### src/rtl/ball_hit_ctrl.sv
// Per-frame collision and life-cycle controller for one bouncing ball.
// Latches overlaps during a frame, resolves them on startOfFrame, then runs pop/split/respawn/hold.
module ball_hit_ctrl #(
   parameter int POP_FRAMES     = 8,
   parameter int MAX_LEVEL      = 3,
   parameter int RESPAWN_FRAMES = 60,
   parameter int HOLD_FRAMES    = 30,
   parameter int SCORE_BASE     = 10
) (
   input  logic        clk,
   input  logic        reset,
   input  logic        startOfFrame,
   input  logic [10:0] ballTopLeftX,
   input  logic [10:0] ballTopLeftY,
   input  logic        ballDrawReq,
   input  logic        ropeDrawReq,
   input  logic        playerDrawReq,
   output logic        ballVisible,
   output logic        freeze,
   output logic [1:0]  ballLevel,
   output logic        scoreInc,
   output logic [7:0]  scoreValue,
   output logic        splitReq,
   output logic [10:0] splitX,
   output logic [10:0] splitY,
   output logic        lifeLost,
   output logic [2:0]  state_dbg
);

   typedef enum logic [2:0] {
      ST_ALIVE = 3'd0,
      ST_POP   = 3'd1,
      ST_SPLIT = 3'd2,
      ST_GONE  = 3'd3,
      ST_HOLD  = 3'd4
   } state_t;

   localparam logic [7:0] POP_N     = 8'(POP_FRAMES);
   localparam logic [7:0] RESPAWN_N = 8'(RESPAWN_FRAMES);
   localparam logic [7:0] HOLD_N    = 8'(HOLD_FRAMES);
   localparam logic [1:0] MAX_LVL   = 2'(MAX_LEVEL);
   localparam logic [7:0] SCORE_B   = 8'(SCORE_BASE);

   state_t      state, state_n;
   logic [7:0]  cnt, cnt_n;
   logic        rope_hit_f, rope_hit_f_n;
   logic        player_hit_f, player_hit_f_n;
   logic        visible_n;
   logic        freeze_n;
   logic [1:0]  level_n;
   logic        score_inc_n;
   logic [7:0]  score_value_n;
   logic        split_req_n;
   logic [10:0] split_x_n;
   logic [10:0] split_y_n;
   logic        life_lost_n;

   logic        hit_gate;
   logic        rope_ov;
   logic        player_ov;
   logic        rope_eff;
   logic        player_eff;

   assign state_dbg = state;

   always_ff @(posedge clk or posedge reset) begin
      if (reset) begin
         state        <= ST_ALIVE;
         cnt          <= 8'd0;
         rope_hit_f   <= 1'b0;
         player_hit_f <= 1'b0;
         ballVisible  <= 1'b1;
         freeze       <= 1'b0;
         ballLevel    <= 2'd0;
         scoreInc     <= 1'b0;
         scoreValue   <= SCORE_B;
         splitReq     <= 1'b0;
         splitX       <= 11'd0;
         splitY       <= 11'd0;
         lifeLost     <= 1'b0;
      end else begin
         state        <= state_n;
         cnt          <= cnt_n;
         rope_hit_f   <= rope_hit_f_n;
         player_hit_f <= player_hit_f_n;
         ballVisible  <= visible_n;
         freeze       <= freeze_n;
         ballLevel    <= level_n;
         scoreInc     <= score_inc_n;
         scoreValue   <= score_value_n;
         splitReq     <= split_req_n;
         splitX       <= split_x_n;
         splitY       <= split_y_n;
         lifeLost     <= life_lost_n;
      end
   end

   always_comb begin
      state_n        = state;
      cnt_n          = cnt;
      freeze_n       = freeze;
      level_n        = ballLevel;
      score_inc_n    = 1'b0;
      score_value_n  = scoreValue;
      split_req_n    = 1'b0;
      split_x_n      = splitX;
      split_y_n      = splitY;
      life_lost_n    = 1'b0;
      visible_n      = 1'b1;

      // Only a visible, live ball can be hit; overlaps in any other state are dropped.
      hit_gate   = (state == ST_ALIVE) && ballVisible;
      rope_ov    = hit_gate && ballDrawReq && ropeDrawReq;
      player_ov  = hit_gate && ballDrawReq && playerDrawReq;
      rope_eff   = rope_hit_f || rope_ov;
      player_eff = player_hit_f || player_ov;

      if (startOfFrame) begin
         rope_hit_f_n   = 1'b0;
         player_hit_f_n = 1'b0;
      end else begin
         rope_hit_f_n   = rope_eff;
         player_hit_f_n = player_eff;
      end

      case (state)
         ST_ALIVE: begin
            if (startOfFrame && rope_eff) begin
               state_n       = ST_POP;
               cnt_n         = POP_N;
               score_inc_n   = 1'b1;
               score_value_n = SCORE_B << ballLevel;
               split_x_n     = ballTopLeftX;
               split_y_n     = ballTopLeftY;
            end else if (startOfFrame && player_eff) begin
               state_n     = ST_HOLD;
               cnt_n       = HOLD_N;
               life_lost_n = 1'b1;
               freeze_n    = 1'b1;
            end
         end
         ST_POP: begin
            if (startOfFrame) begin
               cnt_n = cnt - 8'd1;
               if (cnt <= 8'd1) begin
                  state_n = ST_SPLIT;
                  cnt_n   = 8'd0;
               end
            end
         end
         ST_SPLIT: begin
            // Single-cycle decision; a coincident startOfFrame only clears the flags.
            if (ballLevel < MAX_LVL) begin
               split_req_n = 1'b1;
               level_n     = ballLevel + 2'd1;
               state_n     = ST_ALIVE;
            end else begin
               state_n = ST_GONE;
               cnt_n   = RESPAWN_N;
            end
         end
         ST_GONE: begin
            if (startOfFrame) begin
               cnt_n = cnt - 8'd1;
               if (cnt <= 8'd1) begin
                  state_n = ST_ALIVE;
                  cnt_n   = 8'd0;
                  level_n = 2'd0;
               end
            end
         end
         ST_HOLD: begin
            if (startOfFrame) begin
               cnt_n = cnt - 8'd1;
               if (cnt <= 8'd1) begin
                  state_n  = ST_ALIVE;
                  cnt_n    = 8'd0;
                  freeze_n = 1'b0;
               end
            end
         end
         default: begin
            state_n  = ST_ALIVE;
            cnt_n    = 8'd0;
            freeze_n = 1'b0;
         end
      endcase

      // Visibility is registered alongside the state it belongs to.
      case (state_n)
         ST_POP:   visible_n = ~cnt_n[1];
         ST_SPLIT: visible_n = 1'b0;
         ST_GONE:  visible_n = 1'b0;
         default:  visible_n = 1'b1;
      endcase
   end

endmodule

### config.mk
export PLATFORM = sky130hd
export DESIGN_NAME = ball_hit_ctrl
export DESIGN_NICKNAME = d
export VERILOG_FILES = /design/src/rtl/ball_hit_ctrl.sv
export SDC_FILE = /design/constraint.sdc
export NUM_CORES = 1
export LEC_CHECK = 0
export CORE_AREA = 2 2 68 83
export CTS_CLUSTER_SIZE = 20
export DETAILED_ROUTE_END_ITERATION = 12
export DIE_AREA = 0 0 70 85
export PLACE_DENSITY = 0.77
export SLEW_MARGIN = 40
export SYNTH_ARGS = -nofsm -noshare
export SYNTH_HDL_FRONTEND = slang
export SYNTH_SLANG_ARGS = --single-unit
### constraint.sdc
create_clock -name clk -period 2.15 [get_ports clk]
set_input_delay 0.215 -clock clk [delete_from_list [all_inputs] [get_ports clk]]
set_output_delay 0.215 -clock clk [all_outputs]
set_load 0.005 [all_outputs]
# Yosys cells after proc, flatten, opt, wreduce, memory -nomap -nowiden
# Cells that the tools add are included.
word_totals:
  reg_bits: 50
  inputBits: 28
  out_inout_bits: 40
  word_cells: 89
classes:
  n_addsub: 2
  magnitude_cmp: 2
  eq_ne: 17
  n_shift: 1
  mux: 33
  bitwise_logic: 2
  n_reduce_logical: 18
ops:
  columns: ["cell", "n"]
  rows:
  - ["$mux W8", 5]
  - ["$pmux W8 S3", 1]
  - ["$mux W3", 6]
  - ["$ne A2 B2 Y1 const B", 7]
  - ["$mux W1", 13]
  - ["$eq A3 B2 Y1 const B", 4]
  - ["$pmux W3 S4", 1]
  - ["$le A8 B1 Y1 const B", 1]
  - ["$mux W2", 4]
  - ["$shl A4 B2 Y8 const A", 1]
  - ["$sub A8 B1 Y8 const B", 1]
  - ["$eq A3 B1 Y1 const B", 2]
  - ["$logic_and A1 B1 Y1", 6]
  - ["$reduce_or A3 Y1", 2]
  - ["$reduce_and A5 Y1", 1]
  - ["$ne A2 B1 Y1 const B", 2]
  - ["$pmux W2 S2", 1]
  - ["$reduce_and A4 Y1", 1]
  - ["$reduce_or A2 Y1", 2]
  - ["$eq A3 B3 Y1 const B", 1]
  - ["$logic_not A3 Y1", 1]
  - ["$ne A3 B1 Y1 const B", 1]
  - ["$pmux W1 S3", 1]
  - ["$reduce_and A3 Y1", 1]
  - ["other kinds (7)", 9]

# Depth between registers and ports, before layout
# Gate-level depths: netlist of the first run.
depth:
  depth_word: 12
  mapped_depth: 7
  depth_no_buf: 6

# Worst setup path after synthesis of the first run
# No wires, ideal clock.
synth_path:
  path_kind: "reg2reg"
  startpoint: "register cnt[4]"
  endpoint: "register cnt[2]"
  setup_ns: 0.133
  arrival_ns: 1.726
  t_required_ns: 2.017
  slack_ns: 0.291
  stages_incl_launch_ff: 6
  n_path_buf: 1
  period_less_slack_ns: 1.859
  path_cell_list: "dfrtp_1 or4_4 or3_1 buf_6 a311oi_2 o211ai_1"
synth_via:
  elab_chain_len: 4
synth_lines:
  columns: ["item", "line_no", "rtl"]
  rows:
  - ["start: declaration", "45", "logic [7:0] cnt, cnt_n;"]
  - ["start signal: assignment", "83", "cnt <= cnt_n;"]
  - ["$le A8 B1 Y1", "145, 165, 175", null]
  - ["$mux W8", "145, 165, 175", null]
  - ["$mux W8", "163", "if (startOfFrame) begin"]
  - ["$pmux W8 S3", "126", "case (state)"]
# No other way between the ends. The select of a mux whose other input is x is not followed.
# A chain may end at the register's enable or synchronous reset.

# Worst setup path after layout of the first run
layout_path:
  startpoint: "register ballLevel[0]"
  endpoint: "register cnt[6]"
layout_via:
  elab_chain_len: 3
layout_lines:
  columns: ["item", "line_no", "rtl"]
  rows:
  - ["start: declaration", "20", "output logic [1:0] ballLevel,"]
  - ["start signal: assignment", "88", "ballLevel <= level_n;"]
  - ["$lt A2 B2 Y1", "153", "if (ballLevel < MAX_LVL) begin"]
  - ["$ne A2 B2 Y1 (no source line)", null, null]
  - ["$reduce_and A3 Y1 (no source line)", null, null]
# No other way between the ends.

==> results of run 1 <==
==> stage by stage <==
step	area, um^2	power (mW)
after floorplan	2340	2.56
after detailed placement	3070	3.47
final	3190	4.12
after global placement	3070	3.41
after global routing	3190	4.43
after CTS	3190	4.16
==> layer usage <==
| layer | wire length [um] | global-route usage [%] | vias to the layer above |
|---|---|---|---|
| met3 | 344 | 3.92 | 8 |
| li1 | - | - | 991 |
| met5 | 0 | 0 | - |
| met4 | 83 | 6.12 | 0 |
| met1 | 2280 | 24.1 | 939 |
| met2 | 2620 | 32.4 | 78 |
==> synthesized netlist by cell type, types with 2 or more instances <==
| cell | number |
|---|---|
| ha_1 | 6 |
| nor3b_1 | 2 |
| xnor2_1 | 2 |
| a31o_2 | 2 |
| nand2_1 | 85 |
| buf_6 | 4 |
| or2_2 | 4 |
| nand2b_1 | 3 |
| a21o_1 | 2 |
| o2bb2ai_1 | 4 |
| a311oi_1 | 2 |
| o21ai_0 | 7 |
| clkbuf_1 | 4 |
| nor3_1 | 6 |
| o211ai_1 | 4 |
| a21oi_1 | 8 |
| nor4_1 | 3 |
| dfrtp_1 | 45 |
| a211oi_1 | 2 |
| buf_4 | 3 |
| nand3_1 | 2 |
| or4_4 | 2 |
| a31oi_1 | 3 |
| dfstp_2 | 3 |
| mux2_2 | 2 |
| or3b_2 | 3 |
| inv_1 | 11 |
| nor2_1 | 8 |
==> where the power goes <==
part | switching [mW] | internal (mW) | leakage, nW | total [mW]
sequential | 0.254 | 1.26 | 0.601 | 1.51
combinational | 0.892 | 1.05 | 0.820 | 1.94
clock | 0.314 | 0.350 | 0.0548 | 0.665
==> critical path, delay by kind of cell (launching register included) <==
family          cells  cell delay, ns
fa+ha+maj           1            0.34
compound gates      2            0.88
flops               1            0.47
simple gates        1            0.25
==> sequential cells by signal (all words and copies together), names as in the netlist <==
register and flops:
lifeLost 1, scoreValue 6, cnt 8, splitReq 1
splitY 11, ballVisible 1, freeze 1, player_hit_f 1
scoreInc 1, rope_hit_f 1, splitX 11, ballLevel 2
state_dbg 3
==> cells in the final DEF (no fill, tap or decap), types with 3 or more instances in the layout <==
cell type and instances:
o21ai_0 7, o2bb2ai_1 4, dfstp_2 3, or2_2 4, clkdlybuf4s50_1 65, dfrtp_1 45
nor3_1 6, buf_4 8, clkbuf_8 5, nor4_1 3, nand2b_1 3, o211ai_1 4
a31oi_1 3, a21oi_1 8, or3b_2 3, ha_1 6, nand2_1 85, nor2_1 8
inv_1 10
==> area by class of cell <==
| class | count | area (um^2) |
|---|---|---|
| multi-input cells | 179 | 996 |
| clock buffers | 5 | 68.8 |
| inverters | 12 | 45.0 |
| fillers | 455 | 1960 |
| flip-flops and latches | 48 | 1200 |
| repair buffers | 75 | 751 |
| well taps | 62 | 77.6 |
| clock inverters | 3 | 46.3 |
==> how the worst max path moves through the flow <==
stage,from,endpoint,slack [ns]
after floorplan,cnt[4],cnt[2],0.29
after global placement,startOfFrame,ballLevel[1],0.21
after detailed placement,ballLevel[0],cnt[6],0.15
after CTS,ballLevel[0],cnt[7],0.15
after global routing,ballLevel[0],cnt[0],0.03
final,ballLevel[0],cnt[6],0.14
==> kinds of logic (layout without fill, tap and decap cells) <==
logic type / count (synthesis) / after routing
AO/OA/AOI/OAI: 43 / 43
flip-flops: 48 / 48
multiplexers: 2 / 2
XOR/XNOR: 2 / 2
buffers and inverters: 25 / 95
other: 1 / 2
adder cells (fa/ha/maj): 6 / 6
AND/OR/NAND/NOR: 124 / 124
==> impl_results.md, run 1 <==
- Crit path kind: flip-flop to flip-flop
- Total die area: 5950 um^2
- Post-CTS resize count: 0
- DRT antenna net count: 0
- Gr usage total: 18.9%
- Initial core utilization: 45.3%
- Synth Register Bits: 48
- Clock tree buffer depth: 2
- Critical R2R Capture: cnt[6]
- Yosys warnings: 0
- Most area-consuming cells after synthesis: dfrtp_1 48%, nand2_1 14%, dfstp_2 3.4%, ha_1 3.2%, buf_6 1.9%
- EDFF count, synth: 0
- DRT Wirelength: 5.33 mm
- Synth Area in XOR/XNOR: 0.751%
- Overflow after GRT: 0
- Largest family of logic cells by synthesized area: simple AND/OR/NAND/NOR gates
- Fraction of synthesized area in multiplexers: 0.965%
- Cell taking the most area after synthesis: dfrtp_1
- Unrepaired setup endpoints after global routing: no
- Iter 0 DRT Violations: 104
- Status: complete, no violations
- Synth Area in Simple Gates: 24.0%
- Critical path launch point type: flip-flop
- Setup TNS: 0 ns
- Setup Skew: 0.00655 ns
- Crit-path max cell delay: 0.78 ns
- # Max-Cap Violations: 0
- Final hold vios: 0
- CTS Hold Bufs: 0
- Final period util: 93.7%
- Final Wtd Congestion: 0.866
- Slew Limit Headroom: 43.9%
- P_leak: 1.48 nW
- Crit path cell chain: ha_1 -> o32ai_1 -> or2_2 -> o2bb2ai_1
- Worst Setup End Kind: flip-flop
- Core Rows: 29
- Worst Path Max Fanout: 10
- F_max: 497 MHz
- Avg Cell Area, Syn: 9.30 um^2
- Wire per inst: 13.9 um
- Synth Area in Compound Gates: 13.5%
- Die span in x: 70 um
- Synth Cell Area: 2330 um^2
- Hold slack final: 0.255 ns
- Largest net degree at the start of global routing: 31
- Postcts setup bufs: 0
- CTS tree: yes
- Slowest library cell on the worst path: o32ai_1
- Antenna diodes: 0
- Share of cells above drive strength 1: 11.8%
- # setup viols final: 0
- DRT Pass-1 Iters: 4
- Final worst setup slack: 0.136 ns
- Floorplan core area: 5150 um^2
- Slew @ Worst Pin: 0.839 ns
- Power per cell area: 1290 nW/um^2
- Detailed Place HPWL: 3.93 mm
- Layout Utilization: 61.9%
- Adder-Cell Fraction of Synth Area: 3.22%
- Maximum vdd ir drop: 0.737 mV
- Top-area cell type share of the netlist area: 48.3%
- Async S/R FF share, synth: 100%
- Nets: 355
- Clk root buf: clkbuf_8
- Flop-to-flop setup slack: 0.14 ns
- CP Data Arrival Time: 2.25 ns
- Total CTS buffers: 5
- Clock latency at the later pin of the worst-skew pair: 0.30 ns
- Seq/Total Area, Yosys: 51.6%
- First-pass GRT wire length: 9.15 mm
- Vias in the first global route: 1938
- Top_reg_cell synth: dfrtp_1
- Clock net sink count: 48
- Pre-CTS setup slack: 0.155 ns
- FF-to-FF Start: ballLevel[0]
- R2R depth: 4
- Hold WC Path Type: input pin to asynchronous set/reset pin
- Final cell count without fillers: 384
- Worst-path clk slew: 0.09 ns
- Critical Path RT: 2.39 ns
- DRC violations left: 0
- Placed Cells: 376
- Slew Viols, Final: 0
- Crit path time final: 2.01 ns
- Via-per-instance ratio: 5.25
- Vias after detailed routing: 2016
- H-tree depth: 2
- # IOs: 68
- Layout area overhead: 36.7%
- Unique cell type count in the Yosys netlist: 47
- Post-synthesis cell count: 251
- Initial antenna violation count: 0
- Die Span Y: 85 um
- IO buf count: 65
No activity file was read; power rests on OpenSTA's default activity.
==> run 2: changes to the inputs <==
CELL_PAD_IN_SITES_DETAIL_PLACEMENT = 0   (was not set)
CELL_PAD_IN_SITES_GLOBAL_PLACEMENT = 1   (was not set)
CORE_AREA = 2 2 78 95   (was 2 2 68 83)
DIE_AREA = 0 0 80 97   (was 0 0 70 85)
PLACE_DENSITY = not set   (was 0.77)
PLACE_DENSITY_LB_ADDON = 0.1   (was not set)
==> impl_results.md, run 2 (synthesis results as in run 1) <==
- Status: complete, no violations
- Worst setup path end: cnt[2]
- Flop-to-flop setup slack: 0.23 ns (+0.09 ns)
- DRC violations left: 0 (unchanged)
- Initial antenna violation count: 0 (unchanged)
- Die span in x: 80 um (+14%)
- Iter 0 DRT Violations: 66 (-37%)
- Setup TNS: 0 ns (unchanged)
- P_leak: 1.49 nW (+0.93%)
- Postcts setup bufs: 0 (unchanged)
- Slew Viols, Final: 0 (unchanged)
- Largest net degree at the start of global routing: 28 (-9.7%)
- Clock latency at the later pin of the worst-skew pair: 0.30 ns (about the same)
- Wire per inst: 13.7 um (-1.4%)
- Critical path launch point type: flip-flop
- Layout area overhead: 38.4%
- Vias in the first global route: 1976 (+2.0%)
- First-pass GRT wire length: 9.80 mm (+7.1%)
- Share of cells above drive strength 1: 12.6% (+0.78 points)
- Clock net sink count: 48 (unchanged)
- Floorplan core area: 6770 um^2 (+31%)
- Layout fillers: 660 (+45%)
- DRT Wirelength: 5.65 mm (+6.0%)
- H-tree depth: 2 (unchanged)
- # Max-Cap Violations: 0 (unchanged)
- Die Span Y: 97 um (+14%)
- FF-to-FF Start: cnt[5]
- Family with the most delay on the worst path: simple AND/OR/NAND/NOR gates
- Setup Skew: 0.00675 ns (+0.000195 ns)
- Final Wtd Congestion: 0.846 (-2.3%)
- Vias after detailed routing: 1966 (-2.5%)
- Worst Setup End Kind: flip-flop
- Total CTS buffers: 5 (unchanged)
- Met2 Wirelength: 2.80 mm (+6.9%)
- Critical R2R Capture: cnt[2]
- DRT Pass-1 Iters: 4 (unchanged)
- Crit path depth: 4 (unchanged)
- Maximum vdd ir drop: 0.476 mV (-35%)
- Crit path time final: 1.92 ns (-0.0887 ns)
- Multi-input logic area: 996 um^2 (unchanged)
- CP Data Arrival Time: 2.10 ns (-0.15 ns)
- Leading cell type in the layout, fill and taps excluded: nand2_1
- Worst Path Max Fanout: 7 (-3)
- Gr usage total: 15.8% (-3.2 points)
- Final period util: 89.5% (-4.1 points)
- Buf+Inv Stages, Crit Path: 0 (unchanged)
- Crit-path max cell delay: 0.56 ns (-0.22 ns)
- DP Area: 3120 um^2 (+1.6%)
- Slowest library cell on the worst path: or4_4
- Overflow after GRT: 0 (unchanged)
- CTS Hold Bufs: 0 (unchanged)
- Biggest regs: splitX: 11 flops, splitY: 11 flops, cnt: 8 flops
- Via-per-instance ratio: 4.76 (-9.3%)
- # setup viols final: 0 (unchanged)
- Power per cell area: 1270 nW/um^2 (-1.7%)
- Critical Path RT: 2.32 ns (-0.07 ns)
- Core Rows: 33 (+14%)
- Hold slack final: 0.239 ns (-0.0163 ns)
- IO buf count: 65 (unchanged)
- CTS tree: yes
- Nets: 359 (+1.1%)
- Total die area: 7760 um^2 (+30%)
- Final hold vios: 0 (unchanged)
- Clk root buf: clkbuf_8
- Initial core utilization: 34.5% (-11 points)
- Area occupied by registers: 1200 um^2 (unchanged)
- Clock tree buffer depth: 2 (unchanged)
- Unrepaired setup endpoints after global routing: no
- Critical Path Source: cnt[5]
- Final instance area: 3230 um^2 (+1.3%)
- Met1 WL: 2.46 mm (+8.2%)
- Detailed Place HPWL: 4.15 mm (+5.7%)
- Top Metal Used: met4
- Crit path cell chain: or4_4 -> or3_1 -> a311oi_2 -> o211ai_1
- Routed length on met3: 311 um (-9.6%)
- Most frequent cells in the layout: 85 x nand2_1, 65 x clkdlybuf4s50_1, 45 x dfrtp_1
- Post-CTS resize count: 0 (unchanged)
- Antenna diodes: 0 (unchanged)
- Crit path kind: flip-flop to flip-flop
- F_max: 520 MHz (+4.6%)
- R2R depth: 4 (unchanged)
- DRT antenna net count: 0 (unchanged)
- Hold WC Path Type: input pin to asynchronous set/reset pin
- # IOs: 68 (unchanged)
- Worst-path clk slew: 0.08 ns (about the same)
-- run 2: cell types whose count changed in the layout (fill, tap and decap cells not counted) --
cell / delta
buf_4: +5
buf_12: -1
clkbuf_1: +1
inv_6: -1
clkinv_2: +1
clkinvlp_4: -1
-- run 2: area by class of cell --
| class | count | share of cell area (%) |
|---|---|---|
| Clock inverter | 2 | 1.08 |
| Tap cell | 87 | 3.37 |
| Inverter | 12 | 1.39 |
| Multi-Input combinational cell | 179 | 30.8 |
| Sequential cell | 48 | 37.3 |
| Timing Repair Buffer | 79 | 23.8 |
| Clock buffer | 6 | 2.25 |
-- run 2: stage by stage --
| stage | utilization, % | worst slack, ns | cells | power (mW) |
|---|---|---|---|---|
| final | 47.7 | 0.225 | 413 | 4.10 |
| after global routing | 47.7 | 0.109 | 413 | 4.47 |
| after CTS | 47.7 | 0.224 | 413 | 4.16 |
| after detailed placement | 46.1 | 0.217 | 405 | 3.51 |
| after global placement | 46.1 | 0.235 | 405 | 3.49 |
| after floorplan | - | 0.291 | 252 | 2.56 |
-- run 2: report_power, final --
part | internal, mW | switching [mW]
registers | 1.26 | 0.243
clock network | 0.345 | 0.294
logic | 1.07 | 0.892
-- run 2: worst min-delay path by stage --
stage                          from       endpoint  slack, ns
floorplan           ballTopLeftX[0]      splitX[0]       0.32
global placement      scoreValue[1]  scoreValue[1]       0.45
detailed placement    scoreValue[1]  scoreValue[1]       0.45
CTS                           reset      splitX[2]       0.26
global route                  reset      splitX[2]       0.28
finish                        reset      splitY[1]       0.24
-- run 2: routing by layer --
metal  vias to the layer above  track usage (%)
met4                         0             4.17
met3                         6             3.54
li1                        996                -
met2                        52             27.2
met1                       912             19.5
met5                         -                0
